### config.mk
export PLATFORM = sky130hd
export DESIGN_NAME = noc_input_vc_unit
export DESIGN_NICKNAME = d
export VERILOG_FILES = /design/src/rtl/noc_input_vc_unit.sv
export SDC_FILE = /design/constraint.sdc
export NUM_CORES = 1
export LEC_CHECK = 0
export ABC_AREA = 1
export BUFFER_PORTS_ARGS = -buffer_cell sky130_fd_sc_hd__buf_2
export CAP_MARGIN = 20
export CORE_ASPECT_RATIO = 1.1
export CORE_MARGIN = 2
export CORE_UTILIZATION = 60
export CTS_BUF_LIST = sky130_fd_sc_hd__clkbuf_8
export DETAILED_ROUTE_END_ITERATION = 12
export MAX_ROUTING_LAYER = met4
export PLACE_DENSITY_LB_ADDON = 0.25
export SLEW_MARGIN = 10
export SYNTH_ARGS = -nofsm -noshare
export SYNTH_HDL_FRONTEND = slang
export SYNTH_SLANG_ARGS = --single-unit
### constraint.sdc
create_clock -name clk -period 14.3 [get_ports clk]
set_clock_uncertainty 0.05 [all_clocks]
set_input_delay 0.715 -clock clk [delete_from_list [all_inputs] [get_ports clk]]
set_output_delay 0.715 -clock clk [all_outputs]
set_load 0.005 [all_outputs]
### src/rtl/noc_input_vc_unit.sv
// rtl/noc_input_vc_unit.sv - router input port: per-VC flit FIFOs, XY route computation, credit return
module noc_input_vc_unit #(
    parameter int FLIT_W     = 64,
    parameter int VC_NUM     = 2,
    parameter int FIFO_DEPTH = 4,
    parameter int ID_X_W     = 2,
    parameter int ID_Y_W     = 2,
    parameter int CUR_X      = 0,
    parameter int CUR_Y      = 0,
    parameter int TYPE_MSB   = 63,
    parameter int DEST_LSB   = 48,
    localparam int VC_W      = (VC_NUM > 1) ? $clog2(VC_NUM) : 1
) (
    input  logic                     clk,
    input  logic                     rst_n,
    input  logic                     in_valid,
    input  logic [FLIT_W-1:0]        in_flit,
    input  logic [VC_W-1:0]          in_vc,
    output logic [VC_NUM-1:0]        credit_out,
    output logic [VC_NUM-1:0]        req_valid,
    output logic [5*VC_NUM-1:0]      req_route,
    output logic [FLIT_W*VC_NUM-1:0] req_flit,
    input  logic [VC_NUM-1:0]        grant,
    output logic                     overflow
);

    localparam int AW = $clog2(FIFO_DEPTH);
    localparam int PW = AW + 1;

    localparam logic [4:0] ROUTE_NA = 5'b00000;
    localparam logic [4:0] R_EAST   = 5'b00001;
    localparam logic [4:0] R_WEST   = 5'b00010;
    localparam logic [4:0] R_SOUTH  = 5'b00100;
    localparam logic [4:0] R_NORTH  = 5'b01000;
    localparam logic [4:0] R_LOCAL  = 5'b10000;

    typedef enum logic [1:0] {
        ST_IDLE,
        ST_ROUTE,
        ST_ACTIVE
    } vc_state_t;

    logic [VC_NUM-1:0] err;

    for (genvar v = 0; v < VC_NUM; v++) begin : g_vc
        logic [FLIT_W-1:0] mem [FIFO_DEPTH];
        logic [PW-1:0]     wr_ptr;
        logic [PW-1:0]     rd_ptr;
        logic [PW-1:0]     count;
        logic              empty;
        logic              full;
        logic              wr_sel;
        logic              pop;
        logic              push;
        logic              credit_q;
        logic [FLIT_W-1:0] head;
        logic [1:0]        head_type;
        logic [ID_X_W-1:0] dx;
        logic [ID_Y_W-1:0] dy;
        logic [4:0]        route_calc;
        logic [4:0]        route_q;
        logic [4:0]        route_d;
        vc_state_t         state_q;
        vc_state_t         state_d;

        assign count     = wr_ptr - rd_ptr;
        assign empty     = (wr_ptr == rd_ptr);
        assign full      = (count == PW'(FIFO_DEPTH));
        assign head      = mem[rd_ptr[AW-1:0]];
        assign head_type = head[TYPE_MSB -: 2];
        assign dx        = head[DEST_LSB +: ID_X_W];
        assign dy        = head[DEST_LSB + ID_X_W +: ID_Y_W];
        assign wr_sel    = in_valid && (in_vc == VC_W'(v));

        // Grants on an active VC dequeue; a body/tail at the head of an idle VC is a stray flit and is flushed
        assign pop  = !empty && (((state_q == ST_ACTIVE) && grant[v]) ||
                                 ((state_q == ST_IDLE) && !head_type[1]));
        // A full FIFO still accepts a write when the same cycle frees a slot
        assign push = wr_sel && (!full || pop);
        assign err[v] = (wr_sel && full && !pop) ||
                        ((state_q == ST_IDLE) && !empty && !head_type[1]);

        // Dimension-ordered XY route from the head flit destination
        always_comb begin
            route_calc = R_LOCAL;
            if (dx > ID_X_W'(CUR_X))      route_calc = R_EAST;
            else if (dx < ID_X_W'(CUR_X)) route_calc = R_WEST;
            else if (dy > ID_Y_W'(CUR_Y)) route_calc = R_SOUTH;
            else if (dy < ID_Y_W'(CUR_Y)) route_calc = R_NORTH;
        end

        // Packet FSM: wait for a head, latch its route for one cycle, hold it until the tail leaves
        always_comb begin
            state_d = state_q;
            route_d = route_q;
            case (state_q)
                ST_IDLE: begin
                    if (!empty && head_type[1]) state_d = ST_ROUTE;
                end
                ST_ROUTE: begin
                    route_d = route_calc;
                    state_d = ST_ACTIVE;
                end
                ST_ACTIVE: begin
                    if (pop && head_type[0]) begin
                        state_d = ST_IDLE;
                        route_d = ROUTE_NA;
                    end
                end
                default: begin
                    state_d = ST_IDLE;
                    route_d = ROUTE_NA;
                end
            endcase
        end

        // State, route, pointers and the registered credit pulse
        always_ff @(posedge clk or negedge rst_n) begin
            if (!rst_n) begin
                state_q  <= ST_IDLE;
                route_q  <= ROUTE_NA;
                wr_ptr   <= '0;
                rd_ptr   <= '0;
                credit_q <= 1'b0;
            end else begin
                state_q  <= state_d;
                route_q  <= route_d;
                credit_q <= pop;
                if (push) wr_ptr <= wr_ptr + 1'b1;
                if (pop)  rd_ptr <= rd_ptr + 1'b1;
            end
        end

        // Flit storage needs no reset; the pointers define what is valid
        always_ff @(posedge clk) begin
            if (push) mem[wr_ptr[AW-1:0]] <= in_flit;
        end

        assign credit_out[v]               = credit_q;
        assign req_valid[v]                = (state_q == ST_ACTIVE) && !empty;
        assign req_route[5*v +: 5]         = route_q;
        assign req_flit[FLIT_W*v +: FLIT_W] = head;
    end

    // Sticky error flag for dropped writes and stray non-head flits
    always_ff @(posedge clk or negedge rst_n) begin
        if (!rst_n)    overflow <= 1'b0;
        else if (|err) overflow <= 1'b1;
    end

endmodule

# Yosys cells after proc, flatten, opt, wreduce, memory -nomap -nowiden
# Memories as Yosys holds them, arrays and structs flattened.
# Index checks and enable logic that the tools add are counted.
[totals] elab_cells=109 ram_bits=512 romBits=0 n_memories=2 latch_bits=0 register_bits=29 out_inout_bits=143
[mem_list] memory="g_vc[0].mem" depth=4 word_bits=64 read_ports=1 rd_ports_with_merged_regs=0 wr=1 line="46" rtl="logic [FLIT_W-1:0] mem [FIFO_DEPTH];"
[mem_list] memory="g_vc[1].mem" depth=4 word_bits=64 read_ports=1 rd_ports_with_merged_regs=0 wr=1 line="46"
[op_classes] shifts=0 div_mod_pow=0 n_addsub=6 muxes=22 n_reduce_logical=45 multipliers=0 magnitude_cmp=8 n_eq_ne=12 bitwise=3
[op_table] cell="5-bit two-way mux" n=10
[op_table] cell="5-bit one-hot mux with 3 select lines" n=2
[op_table] cell="1-bit logical AND" n=24
[op_table] cell="3-bit by 1-bit adder with 3-bit output, second input constant" n=4
[op_table] cell="2-bit one-hot mux with 3 select lines" n=2
[op_table] cell="2-bit by 1-bit greater-than comparator with 1-bit output, second input constant" n=4
[op_table] cell="1-bit logical NOT" n=8
[op_table] cell="2-bit by 1-bit less-than comparator with 1-bit output, second input constant" n=4
[op_table] cell="2-bit two-way mux" n=4
[op_table] cell="2-bit AND reduction" n=4
[op_table] cell="3-bit == test" n=2
[op_table] cell="3-bit == test, second input constant" n=2
[op_table] cell="1-bit logical OR" n=6
[op_table] cell="3-bit subtractor" n=2
[op_table] cell="2-bit by 1-bit == test with 1-bit output, second input constant" n=2
[op_table] cell="2-bit == test, second input constant" n=2
[op_table] cell="2-bit logical NOT" n=2
[op_table] cell="1-bit two-way mux" n=4
[op_table] cell="2-bit by 1-bit inequality test with 1-bit output, second input constant" n=2
[op_table] cell="2-bit inequality test, second input constant" n=2
[op_table] cell="1-bit NOT" n=3
[op_table] cell="2-bit OR reduction" n=1

# Logic depth before layout (Yosys ltp)
# An unclocked memory read counts as a cell.
[depth] word_depth=9 mapped_depth=12

# Least setup slack after synthesis
# OpenSTA, ideal clock, no wires.
[synth_path] path_type="register to register" start="register g_vc[0].rd_ptr[1]" end="memory g_vc[0].mem[0][0], enable pin" n_path_buf=1 synth_period_minus_slack_ns=4.989 arrival_ns=4.453 path_slack_ns=9.311 path_stages_with_launch=10 cell_sequence="dfrtp_1 -> inv_1 -> clkbuf_1 -> ha_1 -> nand2_1 -> nand3b_1 -> nand3_1 -> nand4_2 -> nand2_4 -> nor2_1"
[synth_between] elab_chain_len=9
[synth_lines] element="start: declaration" line="48" rtl="logic [PW-1:0] rd_ptr;"
[synth_lines] element="start signal: assignment" line="130" rtl="if (pop) rd_ptr <= rd_ptr + 1'b1;"
[synth_lines] element="branches (longest 5 deep; another with 3-bit subtractor)"
[synth_lines] element="1-bit logical OR (*)" line="79" rtl="assign push = wr_sel && (!full || pop);"
[synth_lines] element="1-bit logical AND (*)" line="79"
[synth_lines] element="1-bit two-way mux (*)" line="136" rtl="if (push) mem[wr_ptr[AW-1:0]] <= in_flit;"
[synth_lines] element="1-bit two-way mux (implied by the code) (*)" line="136"
[synth_lines] element="end: declaration" line="46"
# Mark *: on every way between the ends.

# Worst setup path in the final report
[layout_path] start="register g_vc[0].rd_ptr[0]" end="memory g_vc[0].mem[3][57], enable pin"
# Same word-level chain as after synthesis.

==> flow_summary_export.csv <==
group,metric,value,unit
status,status,"completed",
global_route,grt_usage,24.78,%
placed_design,portBuffers,208,
global_route,grt_pass1_wl,66250,µm
placed_design,gp_congestion,0.7790,
sta,tns,0,ns
routing,wl_per_cell,19.76,µm
die,dieHeight,197.8,µm
hold_path,min-delay-path-class,"in2async",
setup_path,crit_family,"simple AND/OR/NAND/NOR gates",
synthesis,yosys.area.top_type,"edfxtp_1",
placed_design,dp_cells,2020,
global_route,grt_overflow_total,0,
synthesis,synth-xor-area-share,0.2566,%
synthesis,ys_types,32,
cells_and_area,syn2layout_area_growth,13.83,%
power,power.density,200.7,nW/µm²
clocking,post_cts_buffers,0,
setup_path,crit_required,14.47,ns
global_route,first_global_vias,12360,
synthesis,synthSimpleGateAreaFrac,7.748,%
sta,hold_violations,0,
clocking,cts-root-buf,"clkbuf_8",
synthesis,synth_top_flop_cell,"edfxtp_1",
synthesis,synth-edff-count,512,
routing,vias_per_cell,5.769,
die,io_pins,213,
sta,fmax,218.5,MHz
sta,slew_violations,0,
sta,rsz0062_at_grt,"no",
synthesis,yosysWarnings,0,
synthesis,synth_top_family_by_area,"compound AO/OA/AOI/OAI gates",
clocking,numCtsBuffers,80,
cells_and_area,final_cells,2171,
die,std_cell_rows,70,
global_route,grt_max_degree,106,
synthesis,synthMuxAreaShare,0,%
clocking,cts_resized,0,
synthesis,synth-async-reset-ratio,4.655,%
setup_path,worstSetupPathType,"reg2reg",
routing,drc_errors,0,
placed_design,place_area,21840,µm²
global_route,grt_antenna_before_repair,4,
cells_and_area,fin_nets,1755,
placed_design,place_hpwl,24040,µm
setup_path,critPathLaunchType,"register",
setup_path,cp_num_buf_inv,2,
synthesis,synth_area,20480,µm²
setup_path,crit_slowest_cell,"buf_4",
synthesis,avgSynthCellArea,14.13,µm²
die,initial_utilization,61.20,%
routing,vias,12530,
setup_path,endpoint_kind,"register",
die,core,33460,µm²
clocking,h-tree-depth,3,
clocking,clkTransAtPathRegs,0.06,ns
clocking,clockBufferDepth,3,
cells_and_area,final_area,23310,µm²
die,die_area,35620,µm²
sta,setup_violations,0,
routing,drtIter0Drc,1220,
synthesis,synthAdderAreaFrac,0.8554,%
cells_and_area,drive_above_1_share,20.58,%
sta,fin_crit_sh,32.01,%
setup_path,cp_cell_sequence,"buf_4, ha_1, nand2_1, nand3b_1, nand3_1, nand4_2, nand2_4, nor2_4, buf_4",
die,die_w,180.1,µm
synthesis,yosys.area.top_type_share,75.08,%
routing,drt_wl_total,42890,µm
synthesis,synth.most_common_cell,"edfxtp_1",
setup_path,slowest_delay,0.78,ns
setup_path,worstPathArrival,4.75,ns
synthesis,synth_area_leaders,"edfxtp_1 (75%), o21ai_0 (6.0%), nor2_1 (4.8%)",
synthesis,ys_top_cells_by_count,"edfxtp_1 (512), nor2_1 (263), o21ai_0 (244), o22ai_1 (118), nand2_1 (72)",
synthesis,ys_seq_area_share,78.14,%
clocking,postCtsHoldBufs,0,
sta,relSlewSlack,29.62,%
sta,worstMarginPinSlew,1.056,ns
power,vdd_drop_max,130.4,µV
power,p_leak,8.305,nW
sta,fin_crit,4.578,ns
run,maxCapViolCount,0,
synthesis,syn_inst,1449,
clocking,cts.sinks,537,
routing,dr.pass1.iters,8,
clocking,cts_tree,"done",
setup_path,cpMostUsedCell,"buf_4",
routing,drtAntennaViolNets,0,
clocking,clk_latency,0.60,ns
synthesis,ys_ff_latch,537,
synthesis,synth_compound_area_share,10.12,%
setup_path,crit_fanout,95,
[stage by stage]
step / util [%] / hold slack, ns / power [W] / setup slack, ns
after global placement: 65.27 / 0.3998 / 0.003556 / 9.527
after CTS: 69.58 / 0.04846 / 0.004713 / 9.402
final: 69.67 / 0.05997 / 0.004678 / 9.722
after floorplan: - / 0.3694 / 0.002986 / 9.311
after detailed placement: 65.27 / 0.4051 / 0.003599 / 9.419
after global routing: 69.67 / 0.08037 / 0.004956 / 9.417
[layer usage]
layer,global-route usage (%),vias up,wire (µm)
li1,-,5798,-
met1,31.48,6176,17190
met2,40.66,472,21550
met3,4.727,79,3186
met4,8.722,0,964
met5,-,-,0
[kinds of logic after synthesis]
group	after synthesis
AOI/OAI and AO/OA	379
xor gates and xnor gates	6
adders and majority gates	14
buffers and inverters	130
DFF	537
other	1
and+or+nand+nor	382
[sequential cells by signal, indices dropped and copies added, names as in the netlist]
signal / cells
g_vc.route_q: 6
g_vc.credit_q: 2
g_vc.state_q: 4
overflow: 1
g_vc.rd_ptr: 6
g_vc.wr_ptr: 6
g_vc.mem: 512
[report_power, final]
part / internal [W] / switching [W] / leakage, nW
Sequential: 0.00195 / 0.0000924 / 4.95
Clock: 0.000567 / 0.000550 / 0.828
Combinational: 0.000502 / 0.00102 / 2.52
Total: 0.00302 / 0.00166 / 8.31
[cell usage in the layout, fill, tap and decap left out, types with 21 or more instances in the layout]
master,n
buf_2,208
clkbuf_8,85
clkinv_1,27
dfrtp_1,21
edfxtp_1,512
inv_1,62
nand2_1,72
nor2_1,255
o21ai_0,244
o22ai_1,118
[area by class of cell]
class | count | area, µm²
Tap cell | 432 | 540.5
Clock inverter | 61 | 272.8
Timing Repair Buffer | 225 | 1181
Multi-Input combinational cell | 785 | 3961
Inverter | 42 | 162.7
Fill cell | 2276 | 10150
Clock buffer | 85 | 1170
Sequential cell | 537 | 16010
Antenna cell | 4 | 10.01
[final timing paths]
path	from	to	slack (ns)	cells past startpoint
hold / removal	rst_n	g_vc[1].route_q[4]$_DFFE_PN0P_	0.06	1
setup reg to reg	g_vc[0].rd_ptr[0]$_DFFE_PN0N_	g_vc[0].mem[3][57]$_DFFE_PP_	9.72	9
hold reg to reg	g_vc[0].route_q[2]$_DFFE_PN0P_	g_vc[0].route_q[2]$_DFFE_PN0P_	0.42	2
min in group clk	in_flit[29]	g_vc[0].mem[2][29]$_DFFE_PP_	0.34	1
setup / recovery	g_vc[0].rd_ptr[0]$_DFFE_PN0N_	g_vc[0].mem[3][57]$_DFFE_PP_	9.72	9
max in group asynchronous	rst_n	g_vc[0].rd_ptr[0]$_DFFE_PN0N_	13.71	1
Note: power is estimated with default switching activity, not from simulation.
